File: src/rtl/axistream_strip_tlast_if.sv
// Stream bundle for the tlast stripper: framed source in, unframed data out, length out.
// The slave modport is the stripper's view; master is the surrounding logic's view.
interface axistream_strip_tlast_if #(
  parameter int DATA_WIDTH  = 8,
  parameter int COUNT_WIDTH = 16
) ();
  logic                   src_tvalid;
  logic                   src_tready;
  logic [DATA_WIDTH-1:0]  src_tdata;
  logic                   src_tlast;
  logic                   dest_tvalid;
  logic                   dest_tready;
  logic [DATA_WIDTH-1:0]  dest_tdata;
  logic                   len_tvalid;
  logic                   len_tready;
  logic [COUNT_WIDTH-1:0] len_tdata;

  modport slave (
    input  src_tvalid, src_tdata, src_tlast, dest_tready, len_tready,
    output src_tready, dest_tvalid, dest_tdata, len_tvalid, len_tdata
  );

  modport master (
    output src_tvalid, src_tdata, src_tlast, dest_tready, len_tready,
    input  src_tready, dest_tvalid, dest_tdata, len_tvalid, len_tdata
  );
endinterface

File: src/rtl/axistream_strip_tlast.sv
// Strips tlast from an AXI stream and reports per-packet word counts; data and length each 1-cycle registered.
// Backpressure: src stalls when the data register is held, or on a last word while an unconsumed length is held.
module axistream_strip_tlast #(
  parameter int DATA_WIDTH  = 8,
  parameter int COUNT_WIDTH = 16
) (
  input  logic                     clk,
  input  logic                     rst_n,
  axistream_strip_tlast_if.slave   bus,
  output logic                     len_overflow
);

  logic                   data_free;
  logic                   len_free;
  logic                   src_rdy;
  logic                   accept;
  logic                   dbuf_vld;
  logic [DATA_WIDTH-1:0]  dbuf_dat;
  logic                   len_vld;
  logic [COUNT_WIDTH-1:0] len_dat;
  logic [COUNT_WIDTH-1:0] cnt;
  logic [COUNT_WIDTH-1:0] cnt_inc;
  logic                   cnt_at_max;

  assign data_free = !dbuf_vld || bus.dest_tready;
  assign len_free  = !len_vld || bus.len_tready;

  // Only a last word needs room in the length register; rst_n gates ready so reset drops it at once.
  assign src_rdy = rst_n && data_free && (!bus.src_tlast || len_free);
  assign accept  = bus.src_tvalid && src_rdy;

  assign cnt_at_max = &cnt;
  assign cnt_inc    = cnt_at_max ? cnt : cnt + 1'b1;

  always_ff @(posedge clk or negedge rst_n) begin
    if (!rst_n) begin
      dbuf_vld <= 1'b0;
      dbuf_dat <= '0;
    end else if (accept) begin
      dbuf_vld <= 1'b1;
      dbuf_dat <= bus.src_tdata;
    end else if (bus.dest_tready) begin
      dbuf_vld <= 1'b0;
      dbuf_dat <= '0;
    end
  end

  // A fresh last word takes priority over the drain so the length reloads without a bubble.
  always_ff @(posedge clk or negedge rst_n) begin
    if (!rst_n) begin
      len_vld <= 1'b0;
      len_dat <= '0;
    end else if (accept && bus.src_tlast) begin
      len_vld <= 1'b1;
      len_dat <= cnt_inc;
    end else if (bus.len_tready) begin
      len_vld <= 1'b0;
    end
  end

  always_ff @(posedge clk or negedge rst_n) begin
    if (!rst_n) begin
      cnt          <= '0;
      len_overflow <= 1'b0;
    end else if (accept) begin
      cnt <= bus.src_tlast ? '0 : cnt_inc;
      if (cnt_at_max) begin
        len_overflow <= 1'b1;
      end
    end
  end

  assign bus.src_tready  = src_rdy;
  assign bus.dest_tvalid = dbuf_vld;
  assign bus.dest_tdata  = dbuf_dat;
  assign bus.len_tvalid  = len_vld;
  assign bus.len_tdata   = len_dat;

endmodule

File: src/flat_wrapper.sv
// flat-port wrapper written by rule: the top's interface ports become plain ports
module axistream_strip_tlast_flat 
#(
  parameter int DATA_WIDTH  = 8,
  parameter int COUNT_WIDTH = 16
)
  (clk, rst_n, len_overflow, bus_src_tvalid, bus_src_tdata, bus_src_tlast, bus_dest_tready, bus_len_tready, bus_src_tready, bus_dest_tvalid, bus_dest_tdata, bus_len_tvalid, bus_len_tdata);
  axistream_strip_tlast_if #(.DATA_WIDTH(DATA_WIDTH), .COUNT_WIDTH(COUNT_WIDTH)) bus_i ();
  input  logic clk;
  input  logic rst_n;
  output logic len_overflow;
  input wire logic [$bits(bus_i.src_tvalid)-1:0] bus_src_tvalid;
  input wire logic [$bits(bus_i.src_tdata)-1:0] bus_src_tdata;
  input wire logic [$bits(bus_i.src_tlast)-1:0] bus_src_tlast;
  input wire logic [$bits(bus_i.dest_tready)-1:0] bus_dest_tready;
  input wire logic [$bits(bus_i.len_tready)-1:0] bus_len_tready;
  output wire logic [$bits(bus_i.src_tready)-1:0] bus_src_tready;
  output wire logic [$bits(bus_i.dest_tvalid)-1:0] bus_dest_tvalid;
  output wire logic [$bits(bus_i.dest_tdata)-1:0] bus_dest_tdata;
  output wire logic [$bits(bus_i.len_tvalid)-1:0] bus_len_tvalid;
  output wire logic [$bits(bus_i.len_tdata)-1:0] bus_len_tdata;
  assign bus_i.src_tvalid = bus_src_tvalid;
  assign bus_i.src_tdata = bus_src_tdata;
  assign bus_i.src_tlast = bus_src_tlast;
  assign bus_i.dest_tready = bus_dest_tready;
  assign bus_i.len_tready = bus_len_tready;
  assign bus_src_tready = bus_i.src_tready;
  assign bus_dest_tvalid = bus_i.dest_tvalid;
  assign bus_dest_tdata = bus_i.dest_tdata;
  assign bus_len_tvalid = bus_i.len_tvalid;
  assign bus_len_tdata = bus_i.len_tdata;
  axistream_strip_tlast #(.DATA_WIDTH(DATA_WIDTH), .COUNT_WIDTH(COUNT_WIDTH)) u_core (.clk(clk), .rst_n(rst_n), .bus(bus_i), .len_overflow(len_overflow));
endmodule
File: config.mk
export PLATFORM = sky130hd
export DESIGN_NAME = axistream_strip_tlast_flat
export DESIGN_NICKNAME = d
export VERILOG_FILES = /design/src/rtl/axistream_strip_tlast_if.sv /design/src/rtl/axistream_strip_tlast.sv /design/src/flat_wrapper.sv
export SDC_FILE = /design/constraint.sdc
export NUM_CORES = 1
export LEC_CHECK = 0
export CORE_MARGIN = 3
export CORE_UTILIZATION = 45
export DETAILED_ROUTE_END_ITERATION = 10
export PLACE_DENSITY = 0.7
export REMOVE_ABC_BUFFERS = 1
export SYNTH_ARGS = -nofsm -noshare
export SYNTH_HDL_FRONTEND = slang
export SYNTH_SLANG_ARGS = --single-unit
File: constraint.sdc
create_clock -name clk -period 2.7 [get_ports clk]
set_input_delay 0.27 -clock clk [delete_from_list [all_inputs] [get_ports clk]]
set_output_delay 0.27 -clock clk [all_outputs]
set_load 0.02 [all_outputs]
* Word-level counts from Yosys, hierarchy flattened
Index checks and enable logic that the tools add are counted.
** Operators by class
- Multiplexer cells :: 8
- Reduce and logical (&&, ||, !) cells :: 14
- $add $sub $neg :: 1
** Operator list (number)
- $mux W16 :: 2
- $reduce_and A17 Y1 :: 1
- $add A16 B1 Y16 const B :: 1
- $mux W8 :: 2
- $reduce_and A16 Y1 :: 1
- $logic_and A1 B1 Y1 :: 4
- $mux W1 :: 4
- $reduce_bool A2 Y1 :: 2
- $logic_not A1 Y1 :: 3
- $logic_or A1 B1 Y1 :: 3
** Word-level totals
- Input port bits :: 14
- Output and inout bits :: 28
- Logic and storage cells :: 29
- Register bits :: 43

* Logic depth before layout (Yosys ltp)
Gate-level depths: netlist of run 1.
- Word-level depth :: 7
- Depth in mapped cells :: 7
- Depth with buffers taken out :: 5

* Worst setup path after synthesis of run 1
No wires, ideal clock.
- Path type :: register -> register
- Start :: register u_core.cnt[0]
- End :: register u_core.cnt[9]
- Path slack :: 822 ps
- Cell stages (with the launch flop) :: 7
- Path buffers :: 1
- Arrival time :: 1809 ps
- Path through :: dfrtp_1 > ha_1 > and4_4 > and4_1 > buf_6 > or4_1 > nand3_1
** Between the ends
- Cells in the longest elaborated chain, start to end :: 3
- Elaborated cells on any way between the ends :: 4
** Ends and longest elaborated chain
- start, declared :: RTL line axistream_strip_tlast.sv:21 : logic [COUNT_WIDTH-1:0] cnt;
- start signal, assigned :: RTL line axistream_strip_tlast.sv:66 : cnt <= bus.src_tlast ? '0 : cnt_inc;
- $add A16 B1 Y16 or $reduce_and A16 Y1 (tied branches) :: RTL line axistream_strip_tlast.sv:33, axistream_strip_tlast.sv:32
- $mux W16 (*) :: RTL line axistream_strip_tlast.sv:33 : assign cnt_inc = cnt_at_max ? cnt : cnt + 1'b1;
- $mux W16 (*) :: RTL line axistream_strip_tlast.sv:66
Every way passes the cells marked *; elsewhere a longest branch is shown, timed or not.
A chain may end at the register's enable or synchronous reset.

* Worst setup path in the final report of run 1
- Start :: register u_core.cnt[0]
- End :: register u_core.cnt[13]
Same word-level chain as after synthesis.

==> run_results.csv, run 1 <==
group,metric,value,unit
critical_path,crit_path_max_fanout,19,
timing,hold_violations,0,
place,dp_hpwl,3.97,mm
drt,drt_iter0_drc,146,
timing,slew_headroom,51.2,%
critical_path,cp.arrival,2.50,ns
synthesis,syn_area,2330,um^2
critical_path,crit_start,"u_core.cnt[0]$_DFFE_PN0N_",
drt,wire_per_inst,15.9,um
place,gp_congestion,0.848,
critical_path,cp.required,2.90,ns
cts,cts_buffers,5,
critical_path,ff2ff_setup_slack,0.41,ns
final_layout,fin_nets,301,
synthesis,ys_ff_latch,43,
synthesis,yosysSeqAreaShare,46.2,%
final_layout,regArea,1080,um^2
critical_path,crit_family,"simple AND/OR/NAND/NOR gates",
place,portBuffers,41,
cts,cts_root_buf,"clkbuf_8",
timing,drv_slew,0,
cts,clk_path_buf_depth,2,
drt,dr.pass1.iters,4,
critical_path,path_buf_inv,0,
status,status,"completed",
timing,holdWs,0.405,ns
global_route,grt_pass1_wl,9.21,mm
critical_path,cp_cell_sequence,"ha_1, and4_4, and4_1, o21ai_0, a221oi_2",
job,cap_violations,0,
synthesis,ys.flop_type,"dfrtp_1",
critical_path,crit_path_start_kind,"register",
power_and_ir_drop,vdd_drop_max,0.000385,V
timing,max_freq,0.436,GHz
critical_path,cp.depth,5,
timing,finalCritPeriodShare,85.0,%
drt,wirelength,5.63,mm
cts,worstSkewPairLatency,0.29,ns
drt,vias,2004,
critical_path,ff2ff_path_depth,5,
floorplan,die-area,6080,um^2
synthesis,synth_edf_count,0,
drt,antenna_left,0,
final_layout,fill_cells,438,
cts,cts_tree,"built",
global_route,grt_use_total,19.0,%
cts,clk_pin_slew,0.08,ns
global_route,grt_pass1_vias,1903,
final_layout,n_antenna_cell,0,
synthesis,yosys_warnings,0,
critical_path,rr_endpoint,"u_core.cnt[13]$_DFFE_PN0N_",
floorplan,die_x,78.0,um
final_layout,multiInputGateArea,1150,um^2
worst_hold_path,hold_path.class,"primary input to asynchronous set/reset pin",
floorplan,pin_count,42,
synthesis,synth.distinct_cells,52,
power_and_ir_drop,power.leakage,0.00121,uW
floorplan,core,4850,um^2
cts,post_cts_buffers,0,
synthesis,synthArstFlopShare,100,%
timing,tightest_slew,0.726,ns
critical_path,crit_slowest_cell,"and4_1",
timing,tns,0,ns
final_layout,area_delta_synth_final,24.5,%
final_layout,drive_above_1_share,8.71,%
global_route,antenna_found_initial,0,
timing,setup_viol,0,
critical_path,crit_type,"register to register",
timing,rsz0062_at_grt,"no",
cts,htree_num_levels,2,
floorplan,rows,25,
floorplan,start_util,48.1,%
synthesis,yosys.area.top_type,"dfrtp_1",
synthesis,syn-instance-count,245,
timing,final.min_clock_period,2.29,ns
floorplan,die_y,78.0,um
drt,drcViolationCount,0,
power_and_ir_drop,pwr_density_cell,581,nW/um^2
global_route,grt_max_degree,37,
critical_path,r2r-start,"u_core.cnt[0]$_DFFE_PN0N_",
cts,clock_sinks,43,
synthesis,yosysMostFrequentCell,"dfrtp_1",
synthesis,synth_top_area_share,46.2,%
timing,final.setup_skew,0.00297,ns
global_route,grt_overflow,0,
critical_path,end_kind,"register",
synthesis,synthTopCellsByArea,"dfrtp_1 (46%), nand2_1 (6.6%), o21ai_0 (3.2%), nand3b_1 (2.9%), or4_1 (2.6%)",
synthesis,syn_area_per_cell,9.51,um^2
synthesis,synthTopCellsByCount,"dfrtp_1 (43), nand2_1 (41), o21ai_0 (15)",
drt,vias_per_cell,5.66,
critical_path,cpPeakStageDelay,0.58,ns
==> what timing repair did <==
item | CTS | global route
setup endpoints to repair | 0 | 0
gates resized for setup | 0 | 0
hold buffers | 1 | 0
endpoints found under the hold margin | 7 | 0
==> routing by layer <==
layer	global-route usage (%)	vias to the layer above	wire, um
met3	3.83	8	189
li1	-	995	-
met2	29.8	35	2590
met5	0	-	0
met1	26.9	966	2800
met4	5.24	0	56
==> state kept, by name, summed over array words and instances (netlist names) <==
register                count
u_core.bus.len_tvalid       1
u_core.bus.len_tdata       16
u_core.bus.dest_tvalid      1
u_core.cnt                 16
u_core.len_overflow         1
u_core.bus.dest_tdata       8
==> how the worst max path moves through the flow <==
stage,slack [ns],to
3_5_place_dp,0.43,u_core.cnt[13]$_DFFE_PN0N_
5_1_grt,0.21,u_core.cnt[13]$_DFFE_PN0N_
3_3_place_gp,0.49,u_core.cnt[13]$_DFFE_PN0N_
2_1_floorplan,0.22,u_core.cnt[13]$_DFFE_PN0N_
6_report,0.41,u_core.cnt[13]$_DFFE_PN0N_
4_1_cts,0.41,u_core.cnt[13]$_DFFE_PN0N_
==> cell families after synthesis <==
logic type | count (synthesis) | synth area share, %
and+or+nand+nor | 120 | 30.2
xor gates and xnor gates | 2 | 0.752
adders and majority gates | 1 | 0.537
AOI/OAI and AO/OA | 54 | 16.1
buffers and inverters | 21 | 4.51
DFF | 43 | 46.2
muxes | 4 | 1.77
==> cell type report <==
class	count	share of cell area, %
timing repair buffer	48	15.9
inverter	7	0.906
sequential	43	37.1
multi-input combinational	181	39.8
tap	67	2.89
clock buffer	8	3.45
==> per-stage QoR <==
stage                     cells  power, uW  area [um^2]  utilization [%]  setup WS (ns)
after global routing        354       1770         2900             59.8          0.208
after floorplan             231       1030         2250                -          0.217
after CTS                   354       1700         2900             59.8          0.414
after global placement      345       1240         2790             57.5          0.487
final                       354       1680         2900             59.8          0.405
after detailed placement    345       1250         2790             57.5          0.427
==> power breakdown <==
group	internal, uW	switching, uW	total (uW)
clock	234	216	450
combinational	200	219	418
sequential	728	87.9	816
==> cells in the final DEF (no fill, tap or decap), types with 3 or more instances in the layout <==
cell,n
a21oi_1,5
a31oi_1,6
and2_1,4
and3_1,5
and4_1,6
buf_4,6
clkbuf_8,7
clkdlybuf4s50_1,40
dfrtp_1,43
inv_1,7
mux2i_1,3
nand2_1,41
nand3_1,9
nand3b_1,9
nand4_1,6
nor2_1,9
nor3_1,4
nor4_1,5
o211ai_1,6
o21ai_0,15
o31ai_1,5
or3_1,3
or4_1,8
==> worst register-to-register path: stages (launching register included) <==
cell      delay [ns]
dfrtp_1         0.46
ha_1            0.36
and4_4          0.28
and4_1          0.58
o21ai_0         0.22
a221oi_2        0.30
(Power assumes the default switching activity.)
==> run 2, diff against run 1 <==
clock period = 2.37 ns   (was 2.7 ns; I/O delays follow)
==> run_results.csv, run 2 (synthesis results as in run 1) <==
group,metric,value,unit
timing,hold_violations,0,
final_layout,drive_above_1_share,11.5,%
place,portBuffers,41,
global_route,grt_overflow,0,
critical_path,crit_path_max_fanout,15,
floorplan,pin_count,42,
critical_path,crit_family,"buffers and inverters",
power_and_ir_drop,finalPower,1940,uW
critical_path,crit_slowest_cell,"clkdlybuf4s50_1",
floorplan,die_y,78.0,um
drt,antenna_left,0,
critical_path,cp_cell_sequence,"dlygate4sd3_1, buf_2, buf_4, and3_1, clkdlybuf4s50_1",
critical_path,cp.required,2.13,ns
final_layout,multiInputGateArea,1150,um^2
drt,wire_per_inst,15.9,um
power_and_ir_drop,power.leakage,0.00125,uW
critical_path,crit_type,"primary input to output pin",
cts,cts_root_buf,"clkbuf_8",
floorplan,die_x,78.0,um
floorplan,die-area,6080,um^2
final_layout,final_common_cell,"dfrtp_1",
timing,finalCritPeriodShare,91.2,%
critical_path,cp.arrival,1.92,ns
final_layout,fin_nets,310,
job,cap_violations,0,
place,gp_congestion,0.876,
timing,final.setup_skew,0.00481,ns
timing,final.min_clock_period,2.16,ns
timing,drv_slew,0,
global_route,antenna_found_initial,0,
status,status,"completed",
timing,setup_viol,0,
global_route,grt_pass1_vias,2039,
drt,drt_iter0_drc,103,
final_layout,fill_cells,431,
cts,cts_tree,"built",
cts,post_cts_buffers,0,
floorplan,core,4850,um^2
global_route,grt_max_degree,33,
timing,max_freq,0.463,GHz
drt,drcViolationCount,0,
drt,wirelength,5.76,mm
final_layout,n_antenna_cell,0,
drt,vias,2053,
cts,cts_buffers,5,
final_layout,final_cell_mix,"dfrtp_1 (43), nand2_1 (41), clkdlybuf4s50_1 (40)",
place,dp_hpwl,4.15,mm
power_and_ir_drop,vdd_drop_max,0.000461,V
floorplan,rows,25,
timing,slew_headroom,55.4,%
critical_path,crit_path_start_kind,"primary input",
critical_path,cpPeakStageDelay,0.60,ns
cts,clk_path_buf_depth,2,
floorplan,start_util,48.1,%
worst_hold_path,hold_path.class,"primary input to register",
final_layout,regArea,1080,um^2
power_and_ir_drop,pwr_density_cell,654,nW/um^2
cts,worstSkewPairLatency,0.30,ns
global_route,grt_pass1_wl,10.1,mm
final_layout,fin_util,61.2,%
timing,tightest_slew,0.663,ns
cts,clock_sinks,43,
final_layout,area_delta_synth_final,27.4,%
critical_path,end_kind,"output pin",
cts,htree_num_levels,2,
drt,vias_per_cell,5.66,
timing,rsz0062_at_grt,"no",
cts,clk_pin_slew,0.08,ns
global_route,grt_use_total,20.9,%
drt,dr.pass1.iters,4,
critical_path,path_buf_inv,4,
-- run 2: cell count changes in the layout (fill, tap and decap cells not counted) --
cell   change
buf_4      +9
-- run 2: final timing paths --
| check | startpoint | end | slack [ns] | cells after the start |
|---|---|---|---|---|
| max reg2reg | u_core.cnt[0]$_DFFE_PN0N_ | u_core.cnt[3]$_DFFE_PN0N_ | 0.24 | 6 |
| min in group asynchronous | rst_n | u_core.bus.dest_tdata[3]$_DFFE_PN0P_ | 0.47 | 3 |
| max | rst_n | bus_src_tready | 0.21 | 5 |
| min | bus_src_tdata[2] | u_core.bus.dest_tdata[2]$_DFFE_PN0P_ | 0.46 | 3 |
| min reg2reg | u_core.bus.len_tdata[8]$_DFFE_PN0P_ | u_core.bus.len_tdata[8]$_DFFE_PN0P_ | 0.48 | 2 |
| max in group asynchronous | rst_n | u_core.bus.len_tdata[15]$_DFFE_PN0P_ | 1.51 | 3 |
-- run 2: timing repair --
action                    CTS  global route
hold endpoints to repair   14             0
gates resized for setup     0             0
hold buffers                1             0
-- run 2: layout make-up --
class / count / area share, %
clock buffer: 8 / 3.37
inverter: 7 / 0.885
multi-input combinational: 181 / 38.9
sequential: 43 / 36.3
tap: 67 / 2.82
timing repair buffer: 57 / 17.8
-- run 2: worst register-to-register path, stage by stage, from the launching register on --
cell and delay, ns:
dfrtp_1 0.46, ha_1 0.25, and4_4 0.21, and4_1 0.32
buf_4 0.23, or4_1 0.51, nand3_1 0.09
-- run 2: routing by layer --
| layer | global-route usage (%) | vias to the layer above | share of wire (%) |
|---|---|---|---|
| met3 | 3.25 | 6 | 4.5 |
| met5 | 0 | - | 0 |
| met1 | 31.7 | 980 | 48 |
| met2 | 30.9 | 54 | 46 |
| met4 | 5.59 | 0 | 1.3 |
| li1 | - | 1013 | - |
-- run 2: power by group --
group | switching [uW] | internal [uW] | leakage (uW)
clock | 252 | 266 | 0.0000515
sequential | 94.9 | 829 | 0.000550
combinational | 262 | 237 | 0.000649
total | 609 | 1330 | 0.00125
-- run 2: metrics by stage --
stage | TNS, ns | instances | hold slack (ns) | setup slack [ns] | area, um^2
3_3_place_gp | 0 | 354 | 0.212 | 0.287 | 2860
5_1_grt | 0 | 363 | 0.470 | 0.140 | 2970
6_report | 0 | 363 | 0.460 | 0.209 | 2970
2_1_floorplan | -0.268 | 231 | -0.0586 | -0.113 | 2250
4_1_cts | 0 | 363 | 0.459 | 0.188 | 2970
3_5_place_dp | 0 | 354 | 0.218 | 0.262 | 2860
